### src/rtl/eth_cmd_pkg.sv
// Shared definitions for the Ethernet command parser: FSM state encoding,
// frame field offsets, op codes, broadcast MAC and the byte-counter helper.
// No ports (package).
package eth_cmd_pkg;

  typedef enum logic [2:0] {
    StIdle  = 3'd0,
    StHdr   = 3'd1,
    StBody  = 3'd2,
    StDrain = 3'd3,
    StEmit  = 3'd4,
    StDrop  = 3'd5
  } state_e;

  // Byte offsets within a frame, counted from the first beat after IDLE.
  localparam logic [10:0] OFF_TAG  = 11'd16;
  localparam logic [10:0] OFF_OP   = 11'd18;
  localparam logic [10:0] OFF_ID   = 11'd20;
  localparam logic [10:0] OFF_ADDR = 11'd24;
  localparam logic [10:0] OFF_DATA = 11'd28;

  localparam logic [7:0] OP_WR = 8'h57;  // 'W'
  localparam logic [7:0] OP_RD = 8'h52;  // 'R'

  localparam logic [47:0] BCAST_MAC = 48'hffff_ffff_ffff;

  localparam logic [10:0] CNT_MAX = 11'h7ff;

  // Saturating increment of the 11-bit byte counter.
  function automatic logic [10:0] sat_inc11(input logic [10:0] v);
    return (v == CNT_MAX) ? v : v + 11'd1;
  endfunction

endpackage

### src/rtl/eth_cmd_sat_cnt.sv
// 16-bit saturating event counter.
// Ports: clk_i (clock), rst_ni (async active-low reset), inc_i (count enable),
//        cnt_o (current count, sticks at 0xFFFF).
module eth_cmd_sat_cnt (
  input  logic        clk_i,
  input  logic        rst_ni,
  input  logic        inc_i,
  output logic [15:0] cnt_o
);

  logic [15:0] cnt_q, cnt_d;

  always_comb begin
    cnt_d = cnt_q;
    if (inc_i && (cnt_q != 16'hffff)) begin
      cnt_d = cnt_q + 16'd1;
    end
  end

  always_ff @(posedge clk_i or negedge rst_ni) begin
    if (!rst_ni) begin
      cnt_q <= 16'd0;
    end else begin
      cnt_q <= cnt_d;
    end
  end

  assign cnt_o = cnt_q;

endmodule

### src/rtl/eth_cmd_parser.sv
// Ethernet command parser: consumes an AXI-Stream byte stream of raw frames,
// validates dst MAC / tag / op, captures cmd_id, address and data
// (little-endian) and presents one command on a per-channel valid/ready port.
// Ports:
//   gtx_clk_bufg, gtx_resetn            clock, async active-low reset
//   rx_axis_t{data,valid,last,user}     frame byte stream in
//   rx_axis_tready                      byte accept (low while a command waits)
//   cmd_valid[NUM_CH] / cmd_ready       one-hot command handshake
//   cmd_write, cmd_id, cmd_addr, cmd_data  command fields
//   frame_ok_cnt, frame_err_cnt         saturating accepted/dropped counters
// Build option: define ETH_CMD_PARSER_BCAST_EN to also accept the broadcast
// destination MAC.
module eth_cmd_parser
  import eth_cmd_pkg::*;
#(
  parameter int unsigned          NUM_CH   = 2,
  parameter logic [NUM_CH*8-1:0]  CH_TAGS  = {8'h43, 8'h46},
  parameter int unsigned          ADDR_W   = 32,
  parameter int unsigned          DATA_W   = 32,
  parameter logic [47:0]          FPGA_MAC = 48'h5a0102030405
) (
  input  logic              gtx_clk_bufg,
  input  logic              gtx_resetn,
  input  logic [7:0]        rx_axis_tdata,
  input  logic              rx_axis_tvalid,
  input  logic              rx_axis_tlast,
  input  logic              rx_axis_tuser,
  output logic              rx_axis_tready,
  output logic [NUM_CH-1:0] cmd_valid,
  input  logic [NUM_CH-1:0] cmd_ready,
  output logic              cmd_write,
  output logic [31:0]       cmd_id,
  output logic [ADDR_W-1:0] cmd_addr,
  output logic [DATA_W-1:0] cmd_data,
  output logic [15:0]       frame_ok_cnt,
  output logic [15:0]       frame_err_cnt
);

  // Offset of the last byte a frame must carry to be complete.
  localparam logic [10:0] LAST_OFF = 11'(27 + DATA_W / 8);

  state_e              state_q, state_d;
  logic [10:0]         cnt_q, cnt_d;
  logic                mac_q, mac_d;    // dst matches FPGA_MAC so far
  logic                bc_q, bc_d;      // dst matches broadcast so far
  logic [7:0]          tag_q, tag_d;
  logic [7:0]          op_q, op_d;
  logic [1:0]          ch_q, ch_d;
  logic                write_q, write_d;
  logic [31:0]         id_q, id_d;
  logic [ADDR_W-1:0]   addr_q, addr_d;
  logic [DATA_W-1:0]   data_q, data_d;
  logic                tready_q, tready_d;

  logic        beat;
  logic        bad;
  logic        ok_inc, err_inc;
  logic [7:0]  mac_byte;
  logic        mac_hit, bc_hit;
  logic        tag_hit;
  logic [1:0]  tag_ch;
  logic        rdy_sel;
  logic [31:0] addr_w;

  assign beat = rx_axis_tvalid && tready_q;

  // Per-byte lookups: expected MAC byte, tag-to-channel map, selected ready.
  always_comb begin
    mac_byte = 8'h00;
    for (int k = 0; k < 6; k++) begin
      if (cnt_q == 11'(k)) mac_byte = FPGA_MAC[8*(5-k) +: 8];
    end
    tag_hit = 1'b0;
    tag_ch  = 2'd0;
    for (int i = 0; i < int'(NUM_CH); i++) begin
      if (CH_TAGS[8*i +: 8] == rx_axis_tdata) begin
        tag_hit = 1'b1;
        tag_ch  = 2'(i);
      end
    end
    rdy_sel = 1'b0;
    for (int i = 0; i < int'(NUM_CH); i++) begin
      if (ch_q == 2'(i)) rdy_sel = cmd_ready[i];
    end
  end

  always_comb begin
    state_d = state_q;
    cnt_d   = cnt_q;
    mac_d   = mac_q;
    bc_d    = bc_q;
    tag_d   = tag_q;
    op_d    = op_q;
    ch_d    = ch_q;
    write_d = write_q;
    id_d    = id_q;
    addr_d  = addr_q;
    data_d  = data_q;
    addr_w  = 32'(addr_q);
    ok_inc  = 1'b0;
    err_inc = 1'b0;
    bad     = 1'b0;
    mac_hit = 1'b0;
    bc_hit  = 1'b0;

    unique case (state_q)
      StIdle, StHdr, StBody, StDrain: begin
        if (beat) begin
          cnt_d = sat_inc11(cnt_q);

          // The dst MAC is matched byte by byte so a mismatch drops the
          // frame right after the offending byte.
          if (cnt_q < 11'd6) begin
            mac_hit = ((cnt_q == 11'd0) || mac_q) && (rx_axis_tdata == mac_byte);
`ifdef ETH_CMD_PARSER_BCAST_EN
            bc_hit  = ((cnt_q == 11'd0) || bc_q) && (rx_axis_tdata == BCAST_MAC[7:0]);
`else
            bc_hit  = 1'b0;
`endif
            mac_d = mac_hit;
            bc_d  = bc_hit;
            bad   = !(mac_hit || bc_hit);
          end

          if (cnt_q == OFF_TAG) tag_d = rx_axis_tdata;
          if (cnt_q == OFF_TAG + 11'd1) begin
            bad  = (rx_axis_tdata != tag_q) || !tag_hit;
            ch_d = tag_ch;
          end
          if (cnt_q == OFF_OP) op_d = rx_axis_tdata;
          if (cnt_q == OFF_OP + 11'd1) begin
            bad     = (rx_axis_tdata != op_q) ||
                      !((rx_axis_tdata == OP_WR) || (rx_axis_tdata == OP_RD));
            write_d = (rx_axis_tdata == OP_WR);
          end

          for (int k = 0; k < 4; k++) begin
            if (cnt_q == OFF_ID + 11'(k)) id_d[8*k +: 8] = rx_axis_tdata;
            if (cnt_q == OFF_ADDR + 11'(k)) addr_w[8*k +: 8] = rx_axis_tdata;
          end
          addr_d = addr_w[ADDR_W-1:0];
          for (int k = 0; k < int'(DATA_W / 8); k++) begin
            if (cnt_q == OFF_DATA + 11'(k)) data_d[8*k +: 8] = rx_axis_tdata;
          end

          if (rx_axis_tlast) begin
            state_d = StIdle;
            cnt_d   = 11'd0;
            // Bad check byte, runt, or errored frame: count it and discard.
            if (bad || (cnt_q < LAST_OFF) || rx_axis_tuser) begin
              err_inc = 1'b1;
            end else begin
              state_d = StEmit;
            end
          end else if (bad) begin
            state_d = StDrop;
          end else if (cnt_q < OFF_ID - 11'd1) begin
            state_d = StHdr;
          end else if (cnt_q < LAST_OFF) begin
            state_d = StBody;
          end else begin
            state_d = StDrain;
          end
        end
      end
      StEmit: begin
        if (rdy_sel) begin
          state_d = StIdle;
          ok_inc  = 1'b1;
        end
      end
      StDrop: begin
        if (beat && rx_axis_tlast) begin
          state_d = StIdle;
          cnt_d   = 11'd0;
          err_inc = 1'b1;
        end
      end
      default: begin
        state_d = StIdle;
        cnt_d   = 11'd0;
      end
    endcase

    tready_d = (state_d != StEmit);
  end

  always_ff @(posedge gtx_clk_bufg or negedge gtx_resetn) begin
    if (!gtx_resetn) begin
      state_q  <= StIdle;
      cnt_q    <= 11'd0;
      mac_q    <= 1'b0;
      bc_q     <= 1'b0;
      tag_q    <= 8'd0;
      op_q     <= 8'd0;
      ch_q     <= 2'd0;
      write_q  <= 1'b0;
      id_q     <= 32'd0;
      addr_q   <= '0;
      data_q   <= '0;
      tready_q <= 1'b0;
    end else begin
      state_q  <= state_d;
      cnt_q    <= cnt_d;
      mac_q    <= mac_d;
      bc_q     <= bc_d;
      tag_q    <= tag_d;
      op_q     <= op_d;
      ch_q     <= ch_d;
      write_q  <= write_d;
      id_q     <= id_d;
      addr_q   <= addr_d;
      data_q   <= data_d;
      tready_q <= tready_d;
    end
  end

  always_comb begin
    cmd_valid = '0;
    for (int i = 0; i < int'(NUM_CH); i++) begin
      cmd_valid[i] = (state_q == StEmit) && (ch_q == 2'(i));
    end
  end

  assign rx_axis_tready = tready_q;
  assign cmd_write      = write_q;
  assign cmd_id         = id_q;
  assign cmd_addr       = addr_q;
  assign cmd_data       = data_q;

  eth_cmd_sat_cnt u_ok_cnt (
    .clk_i  (gtx_clk_bufg),
    .rst_ni (gtx_resetn),
    .inc_i  (ok_inc),
    .cnt_o  (frame_ok_cnt)
  );

  eth_cmd_sat_cnt u_err_cnt (
    .clk_i  (gtx_clk_bufg),
    .rst_ni (gtx_resetn),
    .inc_i  (err_inc),
    .cnt_o  (frame_err_cnt)
  );

endmodule

### config.mk
export PLATFORM = sky130hd
export DESIGN_NAME = eth_cmd_parser
export DESIGN_NICKNAME = d
export VERILOG_FILES = /design/src/rtl/eth_cmd_pkg.sv /design/src/rtl/eth_cmd_sat_cnt.sv /design/src/rtl/eth_cmd_parser.sv
export SDC_FILE = /design/constraint.sdc
export NUM_CORES = 1
export LEC_CHECK = 0
export ABC_AREA = 1
export CAP_MARGIN = 30
export CORE_MARGIN = 2
export CORE_UTILIZATION = 40
export DETAILED_ROUTE_END_ITERATION = 16
export PLACE_DENSITY = 0.69
export SYNTH_ARGS = -nofsm -noshare
export SYNTH_HDL_FRONTEND = slang
export SYNTH_SLANG_ARGS = --single-unit
export TNS_END_PERCENT = 5
### constraint.sdc
create_clock -name gtx_clk_bufg -period 3.2 [get_ports gtx_clk_bufg]
set_input_delay 0.64 -clock gtx_clk_bufg [delete_from_list [all_inputs] [get_ports gtx_clk_bufg]]
set_output_delay 0.64 -clock gtx_clk_bufg [all_outputs]
set_load 0.02 [all_outputs]
==> summary.txt, run 1 <==
CTS
  • CTS Buf Count: 17
  • TritonCTS clock tree: built
  • Hold_buf cts: 0
  • Clock tree buffer depth: 2
  • H-tree Lvls: 4
  • Root Driver: clkbuf_16
  • Post-CTS Setup Bufs: 0
  • CTS resizes: 0
  • Worst-path clk slew: approximately 0.06 ns
  • Clk_lat worst skew: roughly 0.43 ns
  • Clk sinks: 162

Place
  • Cell Area, Placed: 9288 sq um
  • RePlAce Congestion: ~0.89
  • DP HPWL: approximately 13000 microns
  • Port Buffers: between 100 and 150

Power
  • Maximum VDD drop: approximately 0.37 mV
  • Static Leak: 5.391 nW
  • Final Total Pwr: approximately 5.3 mW
  • Power per cell area: ~540 nW/um^2

Setup path
  • Critical path class: register to primary output
  • Crit path max fanout: 6
  • Critical path's top delay family: buffers and inverters
  • WP data arrival: 1.89 ns
  • Buf+Inv Stages, Crit Path: 3
  • Worst setup SP type: register
  • Worst Path Required: ~2.6 ns
  • Cell-by-cell trace of the critical path: inv_2 -> nor3_4 -> inv_2 -> nor2_1 -> clkdlybuf4s50_1
  • Worst path slowest cell: clkdlybuf4s50_1
  • Crit path top cell by count: inv_2
  • CP peak stage delay: ~0.60 ns
  • Critical path capture point type: primary output

Route
  • DRT Pass-1 Iters: 5
  • Drt initial violations: roughly 500
  • Vias: 6194
  • Vias per cell: between 4 and 5
  • Remaining DRCs: 0
  • Final wirelength: approximately 19000 microns
  • Number of routed nets with antenna violations: 0
  • Routed wire per std cell: approximately 14 microns

STA
  • Final setup viols: 0
  • Worst-Margin Slew: roughly 0.67 ns
  • Fin crit share: 79.10%
  • Clock Skews: roughly 0.012 ns
  • Final Max Tran Viols: 0
  • Total negative slack: 0 ns
  • Slew margin rel.: between 50% and 60%
  • RSZ-0062 raised after global routing: no
  • Fmax: between 300 and 400 MHz
  • Final hold viol count: 0
  • Crit path time final: around 2.5 ns

Synth
  • Mux cell area share after synthesis: less than 1%
  • Seq/Total Area, Yosys: 53.92%
  • Top cells by area, synth: dfrtp_1 (54%), inv_1 (8.9%), nor2_1 (8.6%)
  • Asr flop ratio synth: 100.0%
  • Synth Area in Adders: less than 1%
  • Most instantiated cells after synthesis: inv_1 (178), nor2_1 (172), dfrtp_1 (162)
  • FF+latch count, synth: around 160
  • Yosys top cell by area: dfrtp_1
  • Synth top area share: a little over half
  • Count leader, synth: inv_1
  • Post-Synth XOR/XNOR Area: under 10%
  • Post-synth cell types: 36
  • Syn_nets: 927
  • Synth Area in Compound Gates: around a tenth
  • Post-Syn Area: ~7500 sq um
  • Largest family of logic cells by synthesized area: simple AND/OR/NAND/NOR gates
  • Post-synth EDFFs: 0
  • Syn Inst Count: between 900 and 1k
  • Yosys Warn Count: 0
  • Simple-Gate Fraction of Synth Area: between 10% and 20%
  • Synth Area per Inst: 8.299 sq um
  • Synth Flop Type: dfrtp_1

Floorplan
  • Die ar.: 19910 sq um
  • Placeable Area: 18580 sq um
  • Die width: 141.1 microns
  • DIE HEIGHT: around 140 microns
  • Initial core utilization: approximately two fifths
  • IO Count: 147
  • Rows: 50

Outcome
  • Status: finished clean

Global routing
  • First-pass GRT wire length: 31000 microns
  • Initial antenna violation count: 0
  • Pin count of the biggest net entering global routing: 56
  • Number of global-route vias before repair: 6020
  • GR Util All Layers: approximately 20%
  • GR Overflow Total: 0

Layout
  • Final instance area: 9842 sq um
  • Fillers: ~1.7k
  • Final nets: around 1.1k
  • Ant. Diodes: 0
  • Layout cells sized above 1: about 5.5%
  • Finished Core Util: a little over half
  • Syn-to-layout area delta: 30.90%

Min path
  • Hold Crit Class: input pin to asynchronous set/reset pin

Flow run
  • Max-cap viol count: 0
==> power by group <==
group / internal [mW] / leakage [nW] / switching, mW
Combinational: 0.399 / 2.90 / 0.621
Sequential: 2.18 / 2.23 / 0.136
Clock: 1.09 / 0.267 / 0.852
Total: 3.67 / 5.39 / 1.61
==> cell families (layout without fill, tap and decap cells) <==
| group | count (synthesis) | in the layout |
|---|---|---|
| adders and majority gates | 6 | 6 |
| AOI/OAI and AO/OA | 145 | 145 |
| muxes | 4 | 4 |
| and+or+nand+nor | 334 | 334 |
| buffers and inverters | 210 | 375 |
| xor gates and xnor gates | 45 | 45 |
| DFF | 162 | 162 |
==> state kept, by name (all words and copies together), names as in the netlist <==
signal,flops
op_q,8
state_q,3
tag_q,8
cnt_q,11
u_ok_cnt.cnt_o,16
ch_q,1
cmd_data,32
mac_q,1
cmd_id,32
cmd_addr,32
u_err_cnt.cnt_o,16
rx_axis_tready,1
cmd_write,1
==> final timing paths <==
path	cells past startpoint	to	slack, ns	startpoint
max reg2reg	12	u_err_cnt.cnt_o[15]	0.75	cnt_q[7]
max	5	cmd_valid[1]	0.67	state_q[2]
max in group asynchronous	2	u_err_cnt.cnt_o[3]	2.25	gtx_resetn
min in group gtx_clk_bufg	2	cmd_data[11]	0.47	cmd_data[11]
min	1	cmd_addr[2]	0.15	gtx_resetn
min reg2reg	2	cmd_data[11]	0.47	cmd_data[11]
==> routing by layer <==
metal	routed length [microns]	GRT usage (%)	vias to the layer above
li1	-	-	3093
met1	8450	25.79	2893
met2	8879	31.37	176
met3	1218	6.046	32
met4	346	7.053	0
met5	0	0	-
==> stage by stage <==
stage | setup slack (ns) | cells | hold slack (ns)
after floorplan | 1.123 | 906 | 0.3444
after global placement | 0.4604 | 1273 | 0.4540
after detailed placement | 0.3937 | 1273 | 0.4587
after CTS | 0.6502 | 1305 | 0.1681
after global routing | 0.4176 | 1305 | 0.1776
final | 0.6687 | 1305 | 0.1479
==> area by class of cell <==
type / instances / area [sq um] / area share, %
Clock buffer: 20 / 446.7 / 4.539
Clock inverter: 12 / 107.6 / 1.093
Inverter: 183 / 686.9 / 6.979
Multi-Input combinational cell: 534 / 2674 / 27.17
Sequential cell: 162 / 4054 / 41.19
Tap cell: 234 / 292.8 / 2.975
Timing Repair Buffer: 160 / 1580 / 16.06
==> cells in the final DEF, fill, tap and decap left out, types with 3 or more instances in the layout <==
cell type          n
a31oi_1            4
buf_4             13
clkinv_2           4
mux2i_1            3
nand3_1           34
nand4_1            9
dfrtp_1          162
inv_1            178
o22ai_1            3
clkdlybuf4s50_1  145
o21ai_0           20
clkbuf_16         17
xnor2_1           23
nor2_1           172
xor2_1            22
nand2_1           89
nor3_1            14
ha_1               6
clkinvlp_4         3
a21oi_1          113
nor3b_1            3
inv_2              3
No activity file was read; power rests on OpenSTA's default activity.
==> run 2: changes to the inputs <==
- clock period: 3.2 -> 2.6 ns (I/O delays scaled with it)
==> summary.txt, run 2 (synthesis results as in run 1) <==
Route
  • Routed wire per std cell: 14.67 microns (+1.3%)
  • Drt initial violations: 426 (-13%)
  • Remaining DRCs: 0 (unchanged)
  • Number of routed nets with antenna violations: 0 (unchanged)
  • DRT Pass-1 Iters: 5 (unchanged)
  • Vias: 6268 (+1.2%)
  • Final wirelength: 19470 microns (+3.0%)
  • Vias per cell: 4.723 (-0.48%)

STA
  • Slew margin rel.: 52.88% (-2.2 points)
  • Worst-Margin Slew: 0.7068 ns (+0.03383 ns)
  • Fin crit share: between 90% and 100%
  • Final hold viol count: 0 (unchanged)
  • Final setup margin: 0.2282 ns (-0.4404 ns)
  • Crit path time final: ~2.4 ns
  • Fmax: roughly 420 MHz
  • RSZ-0062 raised after global routing: no
  • Total negative slack: 0 ns (unchanged)
  • Final Max Tran Viols: 0 (unchanged)
  • Clock Skews: 0.01163 ns (-0.0004807 ns)
  • Final setup viols: 0 (unchanged)

Layout
  • Layout cells sized above 1: 7.502% (+2.0 points)
  • Ant. Diodes: 0 (unchanged)
  • Syn-to-layout area delta: 34.17%
  • Fillers: 1685 (-2.0%)
  • Leading cell types in the layout, fill and taps excluded: inv_1 (178), nor2_1 (172), dfrtp_1 (162)
  • Most common cell after layout, fill and taps aside: inv_1
  • Final nets: 1101 (+2.0%)

Global routing
  • GR Util All Layers: 20.28% (+0.49 points)
  • First-pass GRT wire length: 31820 microns (+2.6%)
  • Number of global-route vias before repair: 6122 (+1.7%)
  • GR Overflow Total: 0 (unchanged)
  • Pin count of the biggest net entering global routing: 73 (+30%)
  • Initial antenna violation count: 0 (unchanged)

Setup path
  • Worst Path Required: 2.08 ns (-0.48 ns)
  • Crit path max fanout: 3 (-3)
  • Cell-by-cell trace of the critical path: nor3_4 -> inv_2 -> nor2_1 -> clkdlybuf4s50_1
  • Reg2Reg Depth: 12 (unchanged)
  • Register-to-register setup slack: 0.35 ns (-0.40 ns)
  • Worst R2R End: cmd_addr[20]
  • WP data arrival: 1.85 ns (-0.04 ns)
  • Critical path class: register to primary output
  • CP peak stage delay: 0.61 ns (about the same)
  • Critical path capture point type: primary output
  • Worst R2R Start: cnt_q[9]
  • Critical path's top delay family: buffers and inverters
  • Worst setup SP type: register
  • Worst path slowest cell: clkdlybuf4s50_1
  • Buf+Inv Stages, Crit Path: 2 (-1)

Floorplan
  • Rows: 50 (unchanged)
  • Die width: 141.1 microns (unchanged)
  • IO Count: 147 (unchanged)
  • Placeable Area: 18580 sq um (unchanged)
  • Die ar.: 19910 sq um (unchanged)
  • Initial core utilization: 40.46% (unchanged)
  • DIE HEIGHT: 141.1 microns (unchanged)

Power
  • Maximum VDD drop: 0.4827 mV (+30%)
  • Static Leak: 5.526 nW (+2.5%)
  • Power per cell area: 681.3 nW/um^2 (+27%)

CTS
  • TritonCTS clock tree: built
  • Root Driver: clkbuf_16
  • H-tree Lvls: 4 (unchanged)
  • Clk sinks: 162 (unchanged)
  • CTS Buf Count: 17 (unchanged)
  • Clock tree buffer depth: 2 (unchanged)
  • Worst-path clk slew: 0.07 ns (about the same)
  • Clk_lat worst skew: 0.43 ns (about the same)

Place
  • Port Buffers: 146 (unchanged)
  • RePlAce Congestion: 0.8886 (about the same)
  • DP HPWL: 13520 microns (+1.8%)
  • Pre-CTS WS: 0.006058 ns (-0.3876 ns)

Outcome
  • Status: finished clean

Flow run
  • Max-cap viol count: 0 (unchanged)

Min path
  • Hold Crit Class: input pin to asynchronous set/reset pin
-- run 2: through the flow --
step | std cells | total power [mW] | utilization, % | instance area, sq um | hold slack (ns)
floorplan | 906 | 3.639 | - | 7518 | 0.2244
global placement | 1295 | 4.194 | 50.88 | 9453 | 0.4532
detailed placement | 1295 | 4.212 | 50.88 | 9453 | 0.4597
CTS | 1327 | 6.910 | 54.26 | 10080 | 0.1182
global route | 1327 | 7.199 | 54.29 | 10090 | 0.1368
finish | 1327 | 6.872 | 54.29 | 10090 | 0.08356
-- run 2: worst max-delay path by stage --
stage / startpoint / endpoint / cells after the start
after floorplan: u_err_cnt.cnt_o[0] / u_err_cnt.cnt_o[15] / 11
after global placement: rx_axis_tdata[6] / rx_axis_tready / 15
after detailed placement: rx_axis_tdata[6] / rx_axis_tready / 13
after CTS: state_q[1] / cmd_valid[1] / 4
after global routing: cnt_q[9] / cmd_addr[20] / 12
final: state_q[1] / cmd_valid[1] / 4
-- run 2: worst register-to-register path, cell delays in order, from the launching register on --
cell and delay [ns]:
dfrtp_1 0.39, nor2_1 0.14, nand2_1 0.14, nor3_2 0.20, nand2_1 0.13, nor2_1 0.16, inv_1 0.12, nor2_1 0.11
inv_1 0.08, nor2_1 0.17, inv_1 0.25, a21oi_1 0.22, inv_1 0.05
-- run 2: layout make-up --
cell class,instances,area [sq um],area share [%]
Clock inverter,12,182.7,1.811
Multi-Input combinational cell,534,2679,26.56
Inverter,183,686.9,6.810
Timing Repair Buffer,182,1745,17.30
Sequential cell,162,4054,40.19
Tap cell,234,292.8,2.903
Clock buffer,20,446.7,4.428
-- run 2: power by group --
group          total, mW  switching (mW)  leakage (nW)  internal [mW]
sequential          2.85           0.167          2.23           2.68
combinational       1.32           0.773          3.00          0.546
clock               2.70            1.07         0.296           1.64
-- run 2: repair_timing --
| item | CTS | global route |
|---|---|---|
| gates resized for setup | 0 | 1 |
| buffers inserted | 0 | 0 |
| hold buffers | 0 | 0 |
| endpoints found under the setup margin | 0 | 37 |
| endpoints found under the hold margin | 0 | 0 |
-- run 2: routing by layer --
metal  share of wire, %  vias to the layer above  wire, microns  GRT usage, %
met5                  0                        -              0             0
met4                1.8                        0            354         6.579
met3                5.3                       30           1023         5.537
met2                 47                      140           9138         31.99
met1                 46                     2955           8949         27.28
li1                   -                     3143              -             -
==> run 3: changes to the inputs <==
- CORE_UTILIZATION: 40 -> 50
- PLACE_DENSITY: 0.69 -> 0.83
==> summary.txt, run 3 (synthesis results as in run 1) <==
Global routing
  • GR Overflow Total: 0 (unchanged)
  • First-pass GRT wire length: 31990 microns (+0.54%)
  • Pin count of the biggest net entering global routing: 65 (-11%)
  • GR Util All Layers: 25.26% (+5.0 points)
  • Initial antenna violation count: 0 (unchanged)
  • Number of global-route vias before repair: 6445 (+5.3%)

Setup path
  • Worst setup SP type: register
  • Buf+Inv Stages, Crit Path: 2 (unchanged)
  • Critical path class: register to primary output
  • Crit path max fanout: 3 (unchanged)
  • Reg2Reg Depth: 12 (unchanged)
  • Register-to-register setup slack: 0.29 ns (-0.06 ns)
  • CP peak stage delay: 0.62 ns (about the same)
  • Worst Path Required: 2.08 ns (about the same)
  • Worst R2R Start: cnt_q[7]
  • WP data arrival: 1.93 ns (+0.08 ns)
  • Worst path slowest cell: clkdlybuf4s50_1
  • Cell-by-cell trace of the critical path: nor3_4 -> inv_2 -> nor2_1 -> clkdlybuf4s50_1
  • Critical path capture point type: primary output
  • Critical path's top delay family: buffers and inverters
  • Worst R2R End: cmd_id[23]

STA
  • Final Max Tran Viols: 0 (unchanged)
  • Crit path time final: 2.448 ns (+0.07645 ns)
  • Fmax: 408.5 MHz (-3.1%)
  • Final setup margin: 0.1518 ns (-0.07645 ns)
  • Slew margin rel.: 60.39% (+7.5 points)
  • Worst-Margin Slew: 0.5942 ns (-0.1126 ns)
  • Total negative slack: 0 ns (unchanged)
  • RSZ-0062 raised after global routing: no
  • Final setup viols: 0 (unchanged)
  • Fin crit share: 94.16% (+2.9 points)
  • Final hold viol count: 0 (unchanged)
  • Clock Skews: 0.008039 ns (-0.003586 ns)

Power
  • Power per cell area: 652.9 nW/um^2 (-4.2%)
  • P_sw: 1.937 mW (-3.4%)
  • Clk pwr share: 35.8% (-3.6 points)
  • Maximum VDD drop: 0.4815 mV (-0.23%)
  • Gate power share: 20.2% (+1.0 points)
  • Part of the power in registers: 44.0% (+2.5 points)
  • Sw Share: 29.88% (+0.70 points)
  • Static Leak: 5.477 nW (-0.89%)
  • Int Pwr: 4.546 mW (-6.6%)

CTS
  • Clock tree buffer depth: 2 (unchanged)
  • Root Driver: clkbuf_16
  • Hold_buf cts: 0 (unchanged)
  • CTS Buf Count: 17 (unchanged)
  • Post-CTS Setup Bufs: 0 (unchanged)
  • Clk sinks: 162 (unchanged)
  • Clk_lat worst skew: 0.43 ns (about the same)
  • H-tree Lvls: 4 (unchanged)
  • TritonCTS clock tree: built
  • CTS resizes: 0 (unchanged)
  • Worst-path clk slew: 0.06 ns (about the same)

Route
  • Vias: 6449 (+2.9%)
  • Drt initial violations: 400 (-6.1%)
  • Post-Route M1 WL: 8165 microns (-8.8%)
  • Remaining DRCs: 0 (unchanged)
  • Final wirelength: 19440 microns (-0.14%)
  • Vias per cell: 5.070 (+7.3%)
  • Number of routed nets with antenna violations: 0 (unchanged)
  • Met2 Wirelength: 9414 microns (+3.0%)
  • DRT Pass-1 Iters: 5 (unchanged)
  • Top sig layer: met4
  • WL met3: 1391 microns (+36%)
  • Routed wire per std cell: 15.28 microns (+4.2%)

Layout
  • Leading cell types in the layout, fill and taps excluded: inv_1 (175), nor2_1 (172), dfrtp_1 (162)
  • Ant. Diodes: 0 (unchanged)
  • Fillers: 1127 (-33%)
  • Finished Core Util: 68.06% (+14 points)
  • Layout cells sized above 1: 7.537% (+0.034 points)
  • Syn-to-layout area delta: 32.07%
  • Post-route insts no fill: 1272 (-4.1%)
  • Most common cell after layout, fill and taps aside: inv_1
  • Final nets: 1098 (-0.27%)

Place
  • DP HPWL: 13760 microns (+1.8%)
  • Dpl cells: 1242 (-4.1%)
  • Pre-CTS WS: -0.02195 ns (-0.02801 ns)
  • Port Buffers: 146 (unchanged)
  • RePlAce Congestion: 0.9504 (+7.0%)

Floorplan
  • Initial core utilization: 51.54% (+11 points)
  • Die width: 126.6 microns (-10%)
  • IO Count: 147 (unchanged)
  • DIE HEIGHT: 126.6 microns (-10%)
  • Placeable Area: 14590 sq um (-21%)
  • Die ar.: 16030 sq um (-19%)
  • Rows: 44 (-12%)

Flow run
  • Max-cap viol count: 0 (unchanged)

Outcome
  • Status: finished clean

Min path
  • Hold Crit Class: input pin to asynchronous set/reset pin
==> run 3: metal layers <==
layer  up-vias  GRT usage [%]
li1       3126              -
met1      3089          32.29
met3        35          7.507
met2       199          40.86
met5         -              0
met4         0          9.567
==> run 3: power groups by stage <==
| stage | combinational (mW) | sequential (mW) | clock, mW |
|---|---|---|---|
| 2_1_floorplan | 0.662 | 2.98 | 0 |
| 4_1_cts | 1.30 | 2.85 | 2.35 |
| 5_1_grt | 1.46 | 2.87 | 2.46 |
| 6_report | 1.31 | 2.85 | 2.32 |
| 3_3_place_gp | 1.26 | 2.89 | 0 |
| 3_5_place_dp | 1.29 | 2.89 | 0 |
==> run 3: how the worst max path moves through the flow <==
stage               cells past startpoint                  end          startpoint
global route                           17       rx_axis_tready            cnt_q[0]
finish                                  4         cmd_valid[0]          state_q[1]
CTS                                    12  u_err_cnt.cnt_o[15]            cnt_q[7]
global placement                       15       rx_axis_tready    rx_axis_tdata[5]
detailed placement                     11  u_err_cnt.cnt_o[15]      rx_axis_tvalid
floorplan                              11  u_err_cnt.cnt_o[15]  u_err_cnt.cnt_o[0]
==> run 3: per-stage QoR <==
step / hold slack, ns / total power, mW / instance area, sq um
3_5_place_dp: 0.4603 / 4.182 / 9368
5_1_grt: 0.1109 / 6.799 / 9930
3_3_place_gp: 0.4535 / 4.154 / 9368
4_1_cts: 0.09532 / 6.506 / 9918
6_report: 0.07309 / 6.483 / 9930
2_1_floorplan: 0.2244 / 3.639 / 7518
==> run 3: final cells by class <==
| type | instances | area, sq um | area share (%) |
|---|---|---|---|
| Clock inverter | 7 | 52.55 | 0.5292 |
| Clock buffer | 23 | 498.0 | 5.015 |
| Sequential cell | 162 | 4054 | 40.83 |
| Tap cell | 184 | 230.2 | 2.319 |
| Inverter | 183 | 686.9 | 6.918 |
| Multi-Input combinational cell | 534 | 2685 | 27.04 |
| Timing Repair Buffer | 179 | 1723 | 17.35 |
